`config.mk`:
```
export PLATFORM = sky130hd
export DESIGN_NAME = ifmap_window_reader
export DESIGN_NICKNAME = d
export VERILOG_FILES = /design/src/rtl/ifmap_window_reader_pkg.sv /design/src/rtl/ifmap_window_reader_circ_addr_gen.sv /design/src/rtl/ifmap_window_reader.sv
export SDC_FILE = /design/constraint.sdc
export NUM_CORES = 1
export LEC_CHECK = 0
export CAP_MARGIN = 20
export CORE_UTILIZATION = 43
export DETAILED_ROUTE_END_ITERATION = 16
export PLACE_DENSITY = 0.69
export SYNTH_ARGS = -nofsm -noshare
export SYNTH_HDL_FRONTEND = slang
export SYNTH_SLANG_ARGS = --single-unit
```
`constraint.sdc`:
```
create_clock -name clk -period 4 [get_ports clk]
set_input_delay 0.6 -clock clk [delete_from_list [all_inputs] [get_ports clk]]
set_output_delay 0.6 -clock clk [all_outputs]
set_load 0.005 [all_outputs]
```
`src/rtl/ifmap_window_reader_pkg.sv`:
```
// ifmap_rd_pkg: shared definitions for the IFMap circular-buffer read and
// write controllers.
//   - Default widths for buffer pointers, filter size and stride.
//   - FSM state codes. The legacy constants are kept so existing code that
//     compares raw 3-bit codes still works. state_t is built from them.
package ifmap_rd_pkg;

  localparam int ADDR_W_DEF    = 8;
  localparam int BUF_DEPTH_DEF = 16;
  localparam int FS_W_DEF      = 5;
  localparam int STRIDE_W_DEF  = 3;

  localparam logic [2:0] ST_IDLE     = 3'd0;
  localparam logic [2:0] ST_WAIT_ROW = 3'd1;
  localparam logic [2:0] ST_LATCH    = 3'd2;
  localparam logic [2:0] ST_READ     = 3'd3;
  localparam logic [2:0] ST_ROW_DONE = 3'd4;

  typedef enum logic [2:0] {
    IDLE     = ST_IDLE,
    WAIT_ROW = ST_WAIT_ROW,
    LATCH    = ST_LATCH,
    READ     = ST_READ,
    ROW_DONE = ST_ROW_DONE
  } state_t;

endpackage

```
`src/rtl/ifmap_window_reader_circ_addr_gen.sv`:
```
// circ_addr_gen: combinational (base + offset) modulo BUF_DEPTH for the
// IFMap circular buffer. The write-side controller uses it as well.
//   base   in  ADDR_W  buffer address of element 0 of a row (< BUF_DEPTH)
//   offset in  ADDR_W  element offset within the row (< BUF_DEPTH)
//   addr   out ADDR_W  wrapped buffer address
module circ_addr_gen #(
  parameter int ADDR_W    = 8,
  parameter int BUF_DEPTH = 16
) (
  input  logic [ADDR_W-1:0] base,
  input  logic [ADDR_W-1:0] offset,
  output logic [ADDR_W-1:0] addr
);

  localparam logic [ADDR_W:0] DEPTH = (ADDR_W+1)'(BUF_DEPTH);

  logic [ADDR_W:0] sum;
  logic [ADDR_W:0] wrapped;

  // Both operands are below BUF_DEPTH, so a single subtract always lands
  // the sum back inside the buffer.
  assign sum     = {1'b0, base} + {1'b0, offset};
  assign wrapped = (sum >= DEPTH) ? (sum - DEPTH) : sum;
  assign addr    = wrapped[ADDR_W-1:0];

endmodule

```
`src/rtl/ifmap_window_reader.sv`:
```
// ifmap_window_reader: consumer side of the IFMap circular buffer.
// Walks a sliding window (filter_size taps, stride step) across each resident
// row and issues one buffer read per accepted cycle. It hands each consumed
// row back to the write side with end_row/next_row.
//   clk, rst         clock; asynchronous active-high reset
//   start            latch filter_size/stride/row_len/num_rows while IDLE
//   row_valid        a full row is resident; sampled in WAIT_ROW only
//   start_row_ptr    buffer address of element 0 of the row; sampled in LATCH
//   pe_ready         downstream accepts a read this cycle
//   rd_en, rd_addr   registered buffer read strobe and address
//   window_done      accompanies the last tap read of every window
//   end_row/next_row coincident pulses after the last read of a row
//   done             pulse after the last row (or right after start if num_rows==0)
//   cfg_err          pulse for a start with filter_size==0
//   busy             FSM is not IDLE
module ifmap_window_reader
  import ifmap_rd_pkg::*;
#(
  parameter int ADDR_W    = ADDR_W_DEF,
  parameter int BUF_DEPTH = BUF_DEPTH_DEF,
  parameter int FS_W      = FS_W_DEF,
  parameter int STRIDE_W  = STRIDE_W_DEF
) (
  input  logic                clk,
  input  logic                rst,
  input  logic                start,
  input  logic [FS_W-1:0]     filter_size,
  input  logic [STRIDE_W-1:0] stride,
  input  logic [ADDR_W-1:0]   row_len,
  input  logic [ADDR_W-1:0]   num_rows,
  input  logic                row_valid,
  input  logic [ADDR_W-1:0]   start_row_ptr,
  input  logic                pe_ready,
  output logic                rd_en,
  output logic [ADDR_W-1:0]   rd_addr,
  output logic                window_done,
  output logic                end_row,
  output logic                next_row,
  output logic                done,
  output logic                cfg_err,
  output logic                busy
);

  // Wide enough that window-end and row-count comparisons never overflow.
  localparam int CW = ADDR_W + FS_W + 2;

  state_t                state;
  logic [FS_W-1:0]       fs_r;
  logic [STRIDE_W-1:0]   stride_r;
  logic [ADDR_W-1:0]     row_len_r;
  logic [ADDR_W-1:0]     num_rows_r;
  logic [ADDR_W-1:0]     base_r;
  logic [ADDR_W-1:0]     win_base_r;
  logic [ADDR_W-1:0]     rows_cnt_r;
  logic [FS_W-1:0]       tap_r;

  logic [ADDR_W-1:0]     offset;
  logic [ADDR_W-1:0]     addr_nxt;
  logic [CW-1:0]         next_win_end;
  logic                  last_tap;
  logic                  more_win;
  logic                  too_wide;
  logic                  last_row;

  assign offset       = win_base_r + ADDR_W'(tap_r);
  assign last_tap     = (tap_r == fs_r - FS_W'(1));
  // The following window fits iff it ends at or before row_len.
  assign next_win_end = CW'(win_base_r) + CW'(stride_r) + CW'(fs_r);
  assign more_win     = (next_win_end <= CW'(row_len_r));
  assign too_wide     = (CW'(fs_r) > CW'(row_len_r));
  assign last_row     = ((CW'(rows_cnt_r) + CW'(1)) == CW'(num_rows_r));
  assign busy         = (state != IDLE);

  circ_addr_gen #(
    .ADDR_W   (ADDR_W),
    .BUF_DEPTH(BUF_DEPTH)
  ) u_addr_gen (
    .base  (base_r),
    .offset(offset),
    .addr  (addr_nxt)
  );

  always_ff @(posedge clk or posedge rst) begin
    if (rst) begin
      state       <= IDLE;
      fs_r        <= '0;
      stride_r    <= '0;
      row_len_r   <= '0;
      num_rows_r  <= '0;
      base_r      <= '0;
      win_base_r  <= '0;
      rows_cnt_r  <= '0;
      tap_r       <= '0;
      rd_en       <= 1'b0;
      rd_addr     <= '0;
      window_done <= 1'b0;
      end_row     <= 1'b0;
      next_row    <= 1'b0;
      done        <= 1'b0;
      cfg_err     <= 1'b0;
    end else begin
      // Strobes and pulses default low. rd_addr holds between reads.
      rd_en       <= 1'b0;
      window_done <= 1'b0;
      end_row     <= 1'b0;
      next_row    <= 1'b0;
      done        <= 1'b0;
      cfg_err     <= 1'b0;

      unique case (state)
        IDLE: begin
          if (start) begin
            if (filter_size == '0) begin
              cfg_err <= 1'b1;
            end else begin
              fs_r       <= filter_size;
              stride_r   <= (stride == '0) ? STRIDE_W'(1) : stride;
              row_len_r  <= row_len;
              num_rows_r <= num_rows;
              rows_cnt_r <= '0;
              // With no rows to process, the job is finished at once.
              if (num_rows == '0) done  <= 1'b1;
              else                state <= WAIT_ROW;
            end
          end
        end

        WAIT_ROW: begin
          if (row_valid) state <= LATCH;
        end

        LATCH: begin
          base_r     <= start_row_ptr;
          win_base_r <= '0;
          tap_r      <= '0;
          // A filter wider than the row yields zero windows.
          state      <= too_wide ? ROW_DONE : READ;
        end

        READ: begin
          if (pe_ready) begin
            rd_en   <= 1'b1;
            rd_addr <= addr_nxt;
            if (last_tap) begin
              window_done <= 1'b1;
              tap_r       <= '0;
              if (more_win) win_base_r <= win_base_r + ADDR_W'(stride_r);
              else          state      <= ROW_DONE;
            end else begin
              tap_r <= tap_r + FS_W'(1);
            end
          end
        end

        ROW_DONE: begin
          end_row    <= 1'b1;
          next_row   <= 1'b1;
          rows_cnt_r <= rows_cnt_r + ADDR_W'(1);
          if (last_row) begin
            done  <= 1'b1;
            state <= IDLE;
          end else begin
            state <= WAIT_ROW;
          end
        end

        default: state <= IDLE;
      endcase
    end
  end

endmodule

```
==> out/qor.json, run 1 <==
{
  "run_status": {
    "outcome": "finished clean"
  },
  "route": {
    "viasPerCell": 5.56,
    "detail_route.drc_violations": 0,
    "antenna_violating_nets_post_route": 0,
    "drt-total-wl_mm": 10.4,
    "first_pass_iters": 5,
    "routed_wire_length_per_instance_um": 15.2,
    "detailroute.via_count": 3791,
    "drt_iter0_markers": 129
  },
  "grt": {
    "grt_overflow_total": 0,
    "use_met2_pct": 32.8,
    "grt_first_pass_wirelength_mm": 17.1,
    "grt_util_all_layers_pct": 19.2,
    "grt.met3_usage_pct": 3.45,
    "vias_in_the_first_global_route": 3657,
    "gr-usage-met1_pct": 23.9,
    "grt.busiest_layer": "met2",
    "initial_antenna_violation_count": 0,
    "pin_count_of_the_biggest_net_entering_global_routing": 33
  },
  "die": {
    "core_mm2": 0.0108,
    "initial_core_utilization_pct": 44.0,
    "number_of_primary_i_o_pins": 52,
    "core.rowCount": 38,
    "fp.dieArea_mm2": 0.0115,
    "die_width_um": 107,
    "die_height_um": 107
  },
  "yosys": {
    "synthesis.instances": 483,
    "synth-compound-area-share_pct": 16.1,
    "most_common_flop_cell_mapped_by_yosys": "dfrtp_1",
    "largest_family_of_logic_cells_by_synthesized_area": "compound AO/OA/AOI/OAI gates",
    "syn_nets": 568,
    "number_of_enable_type_register_cells_in_the_synthesized_netlist": 0,
    "synth.avg_cell_area_um2": 9.88,
    "yosys.area_share.xor_xnor_pct": 6.19,
    "synth.mux.area_fraction_pct": 8.42,
    "postSynthRegisterBits": 69,
    "synth_warnings": 0,
    "ys_types": 66,
    "cell_type_contributing_the_most_total_cell_area_after_synthesis": "dfrtp_1",
    "netlist_area_pre_place_mm2": 0.00477,
    "synthArstFlopShare_pct": 100,
    "main_area_contributors_after_synthesis": "dfrtp_1 (36%), ha_1 (11%), mux2_2 (7.8%)",
    "synth_fa_ha_area_share_pct": 13.7,
    "ys_seq_area_share_pct": 36.2,
    "yosys.area.top_type_share_pct": 36.2,
    "synthSimpleGateAreaFrac_pct": 15.1
  },
  "cells_and_area": {
    "antenna_cells_inserted": 0,
    "layout.nets": 624,
    "area.growth.synth_to_final_pct": 19.6,
    "fraction_of_final_layout_cells_with_drive_strength_greater_than_1_pct": 15.5
  },
  "power_and_ir_drop": {
    "power_per_cell_area_mw_per_mm2": 730,
    "design_power_total_mw": 4.16,
    "max-vdd-ir-drop_uv": 335,
    "power.leakage_nw": 2.59
  },
  "sta": {
    "report.final.slew_viol_count": 0,
    "worst_clock_skew_ps": 8.12,
    "final_critical_path_setup_slack_ps": 177,
    "finalHoldViolCount": 0,
    "fin_setup_tns_ps": 0,
    "finalCriticalPeriod_ps": 3820,
    "worst_pin_slew_ps": 717,
    "achievable_clock_frequency_ghz": 0.262,
    "max-slew-margin-rel_pct": 52.2,
    "report.final.setup_viol": 0,
    "final.hold.worst_slack_ps": 479,
    "post-route-period-util_pct": 95.6
  },
  "place": {
    "pre_cts_ws_ps": 80.6,
    "gp_congestion": 0.879,
    "dp.final_hpwl_mm": 7.93,
    "port_buffers": 51
  },
  "setup_path": {
    "timing.rr.start": "fs_r[1]",
    "criticalPathCategory": "flop to flop",
    "worstRegToRegCells": 18,
    "worst-endpoint-arrival_ps": 4100,
    "r2r_slack_ps": 180,
    "timing.critical_path.to_type": "flop",
    "critical_path_required_time_ps": 4280,
    "timing.rr.end": "win_base_r[6]",
    "startpoint_type": "flop",
    "worstSetupStartpoint": "fs_r[1]",
    "crit_fanout": 3,
    "setup.worst_path.end": "win_base_r[6]"
  },
  "worst_hold_path": {
    "path_type_of_the_worst_min_delay_path": "flop to flop"
  },
  "clocking": {
    "cts_htree_levels": 3,
    "insertion_delay_ps": 360,
    "tritoncts.num_buffers": 9,
    "clk_pin_slew_ps": 70,
    "clock-sinks": 69,
    "cts_tree": "done",
    "cts_buffer_depth": 2,
    "cts_root_buf": "clkbuf_8"
  },
  "flow_run": {
    "max_cap_viol_count": 0
  }
}
-- worst max-delay path, cell delays in order, from the launching register on --
cell	delay, ps
dfrtp_1	390
inv_2	60
fa_1	460
inv_1	70
ha_2	210
inv_2	40
fa_2	340
nor2b_1	110
o21ai_1	70
nand2b_1	110
xor2_1	220
ha_1	290
a211oi_1	260
nor2_1	80
buf_4	140
o31ai_4	220
o21ai_2	100
or4_1	470
o211ai_1	90
-- flip-flops by register name (all words and copies together), names as in the netlist, 3 cells and up --
name	count
state	3
tap_r	5
rd_addr	8
num_rows_r	8
stride_r	3
fs_r	5
row_len_r	8
win_base_r	8
base_r	8
rows_cnt_r	8
-- power breakdown --
| part | switching, mW | total, mW | internal, mW |
|---|---|---|---|
| Clock | 0.261 | 0.594 | 0.333 |
| Sequential | 0.251 | 1.20 | 0.947 |
| Combinational | 1.20 | 2.37 | 1.17 |
| Total | 1.71 | 4.16 | 2.45 |
-- synthesized netlist by cell type (3+ instances only) --
cell type  instances
fa_1               7
xnor2_1           25
o31ai_1            6
mux2_2            33
a211oi_1           4
o21ai_0           22
buf_2              8
a22o_1             5
mux2i_1            3
a21oi_1           21
nor4_1             5
nand2_1           39
o211ai_1           5
a31oi_1            3
nand3_1           11
o21a_1             5
nor3_1             9
a21o_1            10
nor2b_1            9
nand2b_1           6
ha_1              41
or4_1              3
dfrtp_1           69
nor2_1            31
a41oi_1            4
inv_1             30
xor2_1             6
clkbuf_1           4
and3_1             6
nand4_1            4
and2_1             3
buf_4              3
-- per-layer routing --
metal  up-vias  share of wire, %
li1       1861                 -
met1      1862                46
met2        58                49
met3        10               3.4
met4         0               1.6
met5         -                 0
-- how the worst min path moves through the flow --
stage / cells after the start / from / slack (ps) / to
6_report: 2 / rd_addr[5] / 480 / rd_addr[5]
5_1_grt: 2 / rd_addr[5] / 510 / rd_addr[5]
4_1_cts: 2 / rd_addr[5] / 490 / rd_addr[5]
3_5_place_dp: 2 / rd_addr[1] / 470 / rd_addr[1]
3_3_place_gp: 2 / rd_addr[1] / 460 / rd_addr[1]
2_1_floorplan: 2 / rd_addr[0] / 470 / rd_addr[0]
-- final cells by class --
type,count,area (um2)
Fill cell,1011,5130
Sequential cell,69,1730
Tap cell,140,175
Multi-Input combinational cell,367,2900
Inverter,30,113
Clock inverter,1,30.0
Clock buffer,13,169
Timing Repair Buffer,62,593
-- placed cells by master (no fill, tap or decap), drive strengths merged, types with 2 or more instances in the layout --
master and instances:
dfrtp 69, clkdlybuf4s50 51, nand2 41, ha 41, mux2 33, nor2 33, inv 30, xnor2 25
o21ai 24, a21oi 21, clkbuf 13, nand3 13, buf 11, a21o 10, nor3 9, nor2b 9
fa 7, nand2b 6, and3 6, xor2 6, o211ai 6, o31ai 6, nor4 5, a22o 5
o21a 5, and2 5, nand4 4, a41oi 4, a211oi 4, a31oi 4, or4 3, mux2i 3
o22ai 2, o32ai 2, o21bai 2, o2111ai 2, and4 2
-- through the flow --
stage	util [%]	instances	area (um2)
3_5_place_dp	50.0	664	5420
2_1_floorplan	-	483	4770
4_1_cts	51.8	678	5620
6_report	52.6	682	5710
3_3_place_gp	50.0	664	5420
5_1_grt	52.6	682	5710
-- cells by family (layout without fill, tap and decap cells) --
group / after synthesis / count (layout)
adders and majority gates: 48 / 48
buffers and inverters: 47 / 106
xor gates and xnor gates: 32 / 32
and+or+nand+nor: 142 / 142
DFF: 69 / 69
AOI/OAI and AO/OA: 109 / 109
muxes: 36 / 36
-- repair_timing --
action,in CTS,in global routing
endpoints found under the setup margin,0,15
gates resized for setup,0,19
buffers inserted,0,4
hold buffers,0,0
No activity file was read; power rests on OpenSTA's default activity.
==> run 2, diff against run 1 <==
--- a/config.mk
+++ b/config.mk
@@ -6,6 +6,7 @@
 export NUM_CORES = 1
 export LEC_CHECK = 0
 export CAP_MARGIN = 20
+export CORE_MARGIN = 4
 export CORE_UTILIZATION = 43
 export DETAILED_ROUTE_END_ITERATION = 16
 export PLACE_DENSITY = 0.69
==> run 2 against run 1 <==
First-iteration DRC count rose by 32%. Clock power is essentially flat. Design area unchanged. Flip-flop and latch count did not move. Maximum frequency down 1.6%. Worst hold slack improved by 1.8 ps. Sequential share of layout area stayed put.
==> out/qor.json, run 2 (synthesis gave the netlist of run 1 again) <==
{
  "grt": {
    "pin_count_of_the_biggest_net_entering_global_routing": {"value": 50, "change": "+52%"},
    "grt_util_all_layers": {"value": 17.5, "unit": "%", "change": "-1.7 points"},
    "vias_in_the_first_global_route": {"value": 3800, "change": "+3.9%"},
    "use_met2": {"value": 27.5, "unit": "%", "change": "-5.3 points"},
    "grt_first_pass_wirelength": {"value": 18.0, "unit": "mm", "change": "+5.2%"},
    "gr-usage-met1": {"value": 23.3, "unit": "%", "change": "-0.62 points"},
    "grt.met3_usage": {"value": 3.37, "unit": "%", "change": "-0.081 points"},
    "grt_overflow_total": {"value": 0, "change": "unchanged"},
    "grt.busiest_layer": "met2",
    "initial_antenna_violation_count": {"value": 0, "change": "unchanged"}
  },
  "sta": {
    "post-route-period-util": {"value": 97.1, "unit": "%", "change": "+1.5 points"},
    "grt_setup_unrepaired": "yes",
    "finalHoldViolCount": {"value": 0, "change": "unchanged"},
    "max-slew-margin-rel": {"value": 62.0, "unit": "%", "change": "+9.8 points"},
    "report.final.slew_viol_count": {"value": 0, "change": "unchanged"},
    "report.final.setup_viol": {"value": 0, "change": "unchanged"},
    "fin_setup_tns": {"value": 0, "unit": "ps", "change": "unchanged"},
    "finalCriticalPeriod": {"value": 3880, "unit": "ps", "change": "+60.5 ps"},
    "worst_pin_slew": {"value": 570, "unit": "ps", "change": "-147 ps"},
    "final.hold.worst_slack": {"value": 481, "unit": "ps", "change": "+1.75 ps"},
    "worst_clock_skew": {"value": 9.10, "unit": "ps", "change": "+0.986 ps"},
    "achievable_clock_frequency": {"value": 0.258, "unit": "GHz", "change": "-1.6%"},
    "final_critical_path_setup_slack": {"value": 117, "unit": "ps", "change": "-60.5 ps"}
  },
  "run_status": {
    "outcome": "finished clean"
  },
  "power_and_ir_drop": {
    "power.share.combinational": {"value": 56.8, "unit": "%", "change": "-0.2 points"},
    "power.sequential.fraction": {"value": 28.8, "unit": "%", "change": "about the same"},
    "max-vdd-ir-drop": {"value": 389, "unit": "uV", "change": "+16%"},
    "power_report.internal_total": {"value": 2.38, "unit": "mW", "change": "-3.0%"},
    "p_switching": {"value": 1.73, "unit": "mW", "change": "+1.4%"},
    "power_per_cell_area": {"value": 721, "unit": "mW/mm2", "change": "-1.2%"},
    "part_of_the_total_power_dissipated_in_the_clock_network": {"value": 14.4, "unit": "%", "change": "about the same"},
    "power.leakage": {"value": 2.60, "unit": "nW", "change": "about the same"},
    "sw_frac_of_total": {"value": 42.2, "unit": "%", "change": "+1.1 points"}
  },
  "setup_path": {
    "criticalPathCategory": "flop to flop",
    "timing.rr.start": "fs_r[1]",
    "crit_fanout": {"value": 4, "change": "+1"},
    "startpoint_type": "flop",
    "timing.critical_path.slowest_stage_cell": "or4_1",
    "critical_path_required_time": {"value": 4280, "unit": "ps", "change": "about the same"},
    "timing.critical_path.to_type": "flop",
    "critical-path-max-stage-delay": {"value": 490, "unit": "ps", "change": "+20 ps"},
    "worst-endpoint-arrival": {"value": 4160, "unit": "ps", "change": "+60 ps"},
    "timing.rr.end": "win_base_r[6]",
    "crit_chain": "inv_2 -> fa_1 -> inv_1 -> ha_2 -> inv_1 -> fa_2 -> nor2b_1 -> o21ai_0 -> nand2b_1 -> a21o_1 -> nand2_1 -> xnor2_1 -> ha_1 -> and4_1 -> nand4_1 -> o31ai_4 -> o21ai_2 -> or4_1 -> o211ai_1",
    "worstRegToRegCells": {"value": 19, "change": "+1"},
    "cpMostUsedCell": "inv_1",
    "r2r_slack": {"value": 120, "unit": "ps", "change": "-60 ps"}
  },
  "clocking": {
    "cts_htree_levels": {"value": 3, "change": "unchanged"},
    "cts_tree": "done",
    "tritoncts.num_buffers": {"value": 9, "change": "unchanged"},
    "clock-sinks": {"value": 69, "change": "unchanged"},
    "insertion_delay": {"value": 370, "unit": "ps", "change": "about the same"},
    "clk_pin_slew": {"value": 80, "unit": "ps", "change": "about the same"},
    "cts_root_buf": "clkbuf_8",
    "cts_buffer_depth": {"value": 2, "change": "unchanged"}
  },
  "place": {
    "dpl.cell_count": {"value": 663, "change": "-0.15%"},
    "port_buffers": {"value": 51, "change": "unchanged"},
    "dp.final_hpwl": {"value": 8.13, "unit": "mm", "change": "+2.4%"},
    "gp_congestion": {"value": 0.860, "change": "-2.2%"},
    "pre_cts_ws": {"value": -36.8, "unit": "ps", "change": "-117 ps"}
  },
  "cells_and_area": {
    "fill_cells": {"value": 1014, "change": "+0.30%"},
    "most-common-layout-cells": "dfrtp_1 (69), clkdlybuf4s50_1 (51), nand2_1 (39), ha_1 (39), mux2_2 (33)",
    "antenna_cells_inserted": {"value": 0, "change": "unchanged"},
    "instances_no_fill": {"value": 683, "change": "+0.15%"},
    "layout.nets": {"value": 623, "change": "-0.16%"},
    "layout_commonest_cell": "dfrtp_1",
    "fraction_of_final_layout_cells_with_drive_strength_greater_than_1": {"value": 15.8, "unit": "%", "change": "+0.34 points"},
    "area.growth.synth_to_final": {"value": 19.6, "unit": "%", "change": "unchanged"}
  },
  "route": {
    "drt_iter0_markers": {"value": 170, "change": "+32%"},
    "first_pass_iters": {"value": 4, "change": "-1"},
    "viasPerCell": {"value": 5.57, "change": "+0.17%"},
    "detail_route.drc_violations": {"value": 0, "change": "unchanged"},
    "drt-total-wl": {"value": 10.5, "unit": "mm", "change": "+1.9%"},
    "routed_wire_length_per_instance": {"value": 15.4, "unit": "um", "change": "+1.7%"},
    "antenna_violating_nets_post_route": {"value": 0, "change": "unchanged"},
    "detailroute.via_count": {"value": 3803, "change": "+0.32%"}
  },
  "worst_hold_path": {
    "hp-start": "rd_addr[1]",
    "path_type_of_the_worst_min_delay_path": "flop to flop",
    "hold_path_end": "rd_addr[1]",
    "hold_depth": {"value": 2, "change": "unchanged"}
  },
  "die": {
    "die_width": {"value": 113, "unit": "um", "change": "+5.6%"},
    "die_height": {"value": 113, "unit": "um", "change": "+5.6%"},
    "core": {"value": 0.0108, "unit": "mm2", "change": "unchanged"},
    "core.rowCount": {"value": 38, "change": "unchanged"},
    "number_of_primary_i_o_pins": {"value": 52, "change": "unchanged"},
    "initial_core_utilization": {"value": 44.0, "unit": "%", "change": "unchanged"},
    "fp.dieArea": {"value": 0.0128, "unit": "mm2", "change": "+11%"}
  },
  "flow_run": {
    "max_cap_viol_count": {"value": 0, "change": "unchanged"}
  }
}
[run 2: cell count changes in the layout (fill, tap and decap cells not counted), sizes merged]
cell,change
buf,-1
clkinvlp,+1
clkinv,+3
clkbuf,-3
inv,+1
[run 2: layer usage]
layer / wire length [um] / vias to the layer above
met5: 0 / -
met4: 275 / 0
met3: 427 / 20
met2: 4960 / 93
met1: 4880 / 1838
li1: - / 1852
[run 2: through the flow]
step | utilization, % | power [mW] | area (um2)
after global routing | 52.6 | 4.49 | 5710
final | 52.6 | 4.11 | 5710
after floorplan | - | 2.83 | 4770
after global placement | 49.9 | 3.31 | 5410
after CTS | 51.7 | 4.00 | 5610
after detailed placement | 49.9 | 3.38 | 5410
[run 2: area by class of cell]
| cell class | count | area (um2) | share of cell area (%) |
|---|---|---|---|
| clock inverters | 6 | 61.3 | 1.07 |
| inverters | 30 | 113 | 1.97 |
| flip-flops and latches | 69 | 1730 | 30.3 |
| well taps | 140 | 175 | 3.07 |
| repair buffers | 61 | 598 | 10.5 |
| clock buffers | 10 | 138 | 2.41 |
| multi-input cells | 367 | 2900 | 50.7 |
[run 2: power by group through the flow]
stage / combinational, mW / sequential [mW] / clock, mW
finish: 2.34 / 1.18 / 0.591
global route: 2.62 / 1.22 / 0.641
CTS: 2.21 / 1.19 / 0.610
detailed placement: 2.18 / 1.20 / 0
global placement: 2.12 / 1.19 / 0
floorplan: 1.70 / 1.12 / 0
[run 2: worst max-delay path by stage]
stage | slack (ps) | from | to | cells after the start
floorplan | 290 | win_base_r[1] | win_base_r[2] | 19
global placement | 100 | fs_r[1] | win_base_r[2] | 19
detailed placement | -40 | fs_r[1] | win_base_r[2] | 19
CTS | 50 | fs_r[1] | win_base_r[2] | 18
global route | -50 | fs_r[1] | win_base_r[6] | 19
finish | 120 | fs_r[1] | win_base_r[6] | 19
[run 2: critical path: cells and delay by family, from the launching register on]
kind / cells / cell delay (ps)
AND/OR/NAND/NOR: 6 / 1220
AO/OA/AOI/OAI: 5 / 540
XOR/XNOR: 1 / 150
buffers and inverters: 3 / 200
flip-flops: 1 / 400
adder cells (fa/ha/maj): 4 / 1280
[run 2: repair_timing]
| action | in CTS | in global routing |
|---|---|---|
| setup buffers | 0 | 3 |
| hold buffers | 0 | 0 |
| pin swaps | 0 | 6 |
| gates resized for setup | 1 | 14 |
| setup endpoints to repair | 1 | 14 |
==> run 3, diff against run 2 <==
--- a/config.mk
+++ b/config.mk
@@ -9,7 +9,7 @@
 export CORE_MARGIN = 4
 export CORE_UTILIZATION = 43
 export DETAILED_ROUTE_END_ITERATION = 16
-export PLACE_DENSITY = 0.69
+export PLACE_DENSITY = 0.66
 export SYNTH_ARGS = -nofsm -noshare
 export SYNTH_HDL_FRONTEND = slang
 export SYNTH_SLANG_ARGS = --single-unit
==> run 3 against run 2 <==
Wire length down 0.36%. Count of clock-buffer cells in the layout up 1. Register-to-register slack better by 50 ps. Design area up 0.37%. Combinational power about the same. Clock skew up 5.5 ps. Core utilization up 0.20 points. Sequential share of layout area down 0.11 points. Die area unchanged. Critical path type unchanged. Critical endpoint unchanged. Largest cell class unchanged.
==> out/qor.json, run 3 (synthesis gave the netlist of run 1 again) <==
{
  "route": {
    "first_pass_iters": {"value": 4, "change": "unchanged"},
    "routed_wire_length_per_instance": {"value": 15.4, "unit": "um", "change": "-0.51%"},
    "detailroute.via_count": {"value": 3800, "change": "-0.079%"},
    "detail_route.drc_violations": {"value": 0, "change": "unchanged"},
    "drt_iter0_markers": {"value": 167, "change": "-1.8%"},
    "antenna_violating_nets_post_route": {"value": 0, "change": "unchanged"},
    "viasPerCell": {"value": 5.56, "change": "-0.22%"},
    "drt-total-wl": {"value": 10.5, "unit": "mm", "change": "-0.36%"}
  },
  "sta": {
    "finalCriticalPeriod": {"value": 3840, "unit": "ps", "change": "-45.0 ps"},
    "report.final.setup_viol": {"value": 0, "change": "unchanged"},
    "worst_clock_skew": {"value": 14.6, "unit": "ps", "change": "+5.54 ps"},
    "post-route-period-util": {"value": 96.0, "unit": "%", "change": "-1.1 points"},
    "report.final.slew_viol_count": {"value": 0, "change": "unchanged"},
    "achievable_clock_frequency": {"value": 0.261, "unit": "GHz", "change": "+1.2%"},
    "worst_pin_slew": {"value": 612, "unit": "ps", "change": "+42.1 ps"},
    "finalHoldViolCount": {"value": 0, "change": "unchanged"},
    "max-slew-margin-rel": {"value": 59.2, "unit": "%", "change": "-2.8 points"}
  },
  "cells_and_area": {
    "regArea": {"value": 0.00173, "unit": "mm2", "change": "unchanged"},
    "most-common-layout-cells": "dfrtp_1 (69), clkdlybuf4s50_1 (51), nand2_1 (39), ha_1 (39), mux2_2 (33)",
    "final_util": {"value": 52.8, "unit": "%", "change": "+0.20 points"},
    "layout.nets": {"value": 624, "change": "+0.16%"},
    "area.growth.synth_to_final_pct": 20.1,
    "layout_commonest_cell": "dfrtp_1",
    "fraction_of_final_layout_cells_with_drive_strength_greater_than_1": {"value": 15.6, "unit": "%", "change": "-0.21 points"},
    "fill_cells": {"value": 1005, "change": "-0.89%"},
    "total_area_of_multi_input_combinational_cells": {"value": 0.00290, "unit": "mm2", "change": "unchanged"},
    "antenna_cells_inserted": {"value": 0, "change": "unchanged"},
    "fin_area": {"value": 0.00573, "unit": "mm2", "change": "+0.37%"}
  },
  "setup_path": {
    "timing.rr.start": "fs_r[1]",
    "criticalPathCategory": "flop to flop",
    "cpMostUsedCell": "inv_1",
    "buffer_and_inverter_count_on_the_worst_path": {"value": 4, "change": "+1"},
    "r2r_slack": {"value": 160, "unit": "ps", "change": "+50 ps"},
    "critical-path-max-stage-delay": {"value": 490, "unit": "ps", "change": "about the same"},
    "timing.critical_path.slowest_stage_cell": "or4_1",
    "timing.critical_path.to_type": "flop",
    "crit_fanout": {"value": 4, "change": "unchanged"},
    "critical_path_required_time": {"value": 4270, "unit": "ps", "change": "about the same"},
    "startpoint_type": "flop",
    "timing.rr.end": "win_base_r[6]",
    "worstRegToRegCells": {"value": 18, "change": "-1"},
    "largest_delay_contributor_family_on_the_critical_path": "adder cells",
    "worst-endpoint-arrival": {"value": 4110, "unit": "ps", "change": "-50 ps"},
    "crit_chain": "inv_1 -> fa_1 -> inv_1 -> ha_2 -> inv_1 -> fa_2 -> nor2b_1 -> o21ai_0 -> nand2b_1 -> buf_4 -> xor2_1 -> ha_1 -> a211oi_2 -> nor2_2 -> and4bb_2 -> o21ai_2 -> or4_1 -> o211ai_1",
    "worstSetupStartpoint": "fs_r[1]"
  },
  "power_and_ir_drop": {
    "power_per_cell_area": {"value": 731, "unit": "mW/mm2", "change": "+1.5%"},
    "max-vdd-ir-drop": {"value": 326, "unit": "uV", "change": "-16%"},
    "part_of_the_total_power_dissipated_in_the_clock_network": {"value": 15.7, "unit": "%", "change": "+1.3 points"},
    "p_switching": {"value": 1.74, "unit": "mW", "change": "+0.52%"},
    "power_report.internal_total": {"value": 2.45, "unit": "mW", "change": "+2.8%"},
    "power.leakage": {"value": 2.60, "unit": "nW", "change": "+0.17%"},
    "power.share.combinational": {"value": 56.1, "unit": "%", "change": "-0.7 points"},
    "sw_frac_of_total": {"value": 41.6, "unit": "%", "change": "-0.55 points"},
    "power.sequential.fraction": {"value": 28.2, "unit": "%", "change": "-0.6 points"}
  },
  "flow_run": {
    "max_cap_viol_count": {"value": 0, "change": "unchanged"}
  },
  "clocking": {
    "hold_buffers": {"value": 0, "change": "unchanged"},
    "cts_root_buf": "clkbuf_8",
    "clock-sinks": {"value": 69, "change": "unchanged"},
    "clk_pin_slew": {"value": 80, "unit": "ps", "change": "about the same"},
    "tritoncts.num_buffers": {"value": 9, "change": "unchanged"},
    "cts_htree_levels": {"value": 3, "change": "unchanged"},
    "cts_tree": "done",
    "insertion_delay": {"value": 360, "unit": "ps", "change": "about the same"},
    "cts_buffer_depth": {"value": 2, "change": "unchanged"}
  },
  "run_status": {
    "outcome": "finished clean"
  },
  "die": {
    "core.rowCount": {"value": 38, "change": "unchanged"},
    "core": {"value": 0.0108, "unit": "mm2", "change": "unchanged"},
    "initial_core_utilization": {"value": 44.0, "unit": "%", "change": "unchanged"},
    "die_width": {"value": 113, "unit": "um", "change": "unchanged"},
    "die_height": {"value": 113, "unit": "um", "change": "unchanged"},
    "number_of_primary_i_o_pins": {"value": 52, "change": "unchanged"},
    "fp.dieArea": {"value": 0.0128, "unit": "mm2", "change": "unchanged"}
  },
  "grt": {
    "grt_first_pass_wirelength": {"value": 18.1, "unit": "mm", "change": "+0.19%"},
    "grt_overflow_total": {"value": 0, "change": "unchanged"},
    "vias_in_the_first_global_route": {"value": 3888, "change": "+2.3%"},
    "grt_util_all_layers": {"value": 17.2, "unit": "%", "change": "-0.23 points"},
    "initial_antenna_violation_count": {"value": 0, "change": "unchanged"},
    "pin_count_of_the_biggest_net_entering_global_routing": {"value": 29, "change": "-42%"}
  },
  "place": {
    "dp.final_hpwl": {"value": 8.15, "unit": "mm", "change": "+0.35%"},
    "gp_congestion": {"value": 0.876, "change": "+1.8%"},
    "port_buffers": {"value": 51, "change": "unchanged"},
    "placed_area": {"value": 0.00542, "unit": "mm2", "change": "+0.28%"}
  },
  "worst_hold_path": {
    "hold_depth": {"value": 2, "change": "unchanged"},
    "path_type_of_the_worst_min_delay_path": "flop to flop",
    "hp-start": "rd_addr[0]",
    "hold_path_end": "rd_addr[0]"
  }
}
run 3: power by group through the flow:
stage          Sequential [mW]  Clock (mW)  Combinational, mW
3_5_place_dp              1.20           0               2.19
5_1_grt                   1.22       0.699               2.65
4_1_cts                   1.19       0.669               2.21
6_report                  1.18       0.657               2.35
3_3_place_gp              1.19           0               2.13
2_1_floorplan             1.12           0               1.70
run 3: layout make-up:
type | count | area share (%)
multi-input cells | 367 | 50.5
flip-flops and latches | 69 | 30.1
repair buffers | 62 | 10.4
well taps | 140 | 3.06
clock buffers | 11 | 2.47
inverters | 30 | 1.97
clock inverters | 5 | 1.46
run 3: stage by stage:
step           cells  setup slack (ps)  hold slack, ps  total power [mW]  TNS [ps]
6_report         684               162             483              4.19         0
4_1_cts          681               102             491              4.07         0
3_5_place_dp     665            -0.140             472              3.39    -0.140
3_3_place_gp     665               150             462              3.32         0
2_1_floorplan    483               286             470              2.83         0
5_1_grt          684             -11.7             525              4.58     -11.7
run 3: routing by layer:
metal  track usage [%]  up-vias  wire length (um)  part of all wire, %
met3              3.80       13               481                  4.6
met1              23.4     1842              4900                   47
met4              5.77        0               150                  1.4
met2              27.4       81              4980                   47
met5                 0        -                 0                    0
li1                  -     1864                 -                    -
run 3: repair_timing:
item	in CTS	in global routing
endpoints found under the setup margin	1	12
buffers inserted	0	3
pin swaps	0	6
resized for setup	1	14
endpoints found under the hold margin	0	0
run 3: worst min-delay path, cell delays in order, from the launching register on:
cell and delay (ps):
dfrtp_1 350, nand2_1 50, nand2_1 50
run 3: worst max path at each step:
stage,end,cells after the start
floorplan,win_base_r[2],19
global placement,win_base_r[2],19
global route,win_base_r[6],19
detailed placement,win_base_r[2],19
CTS,win_base_r[2],18
finish,win_base_r[6],18
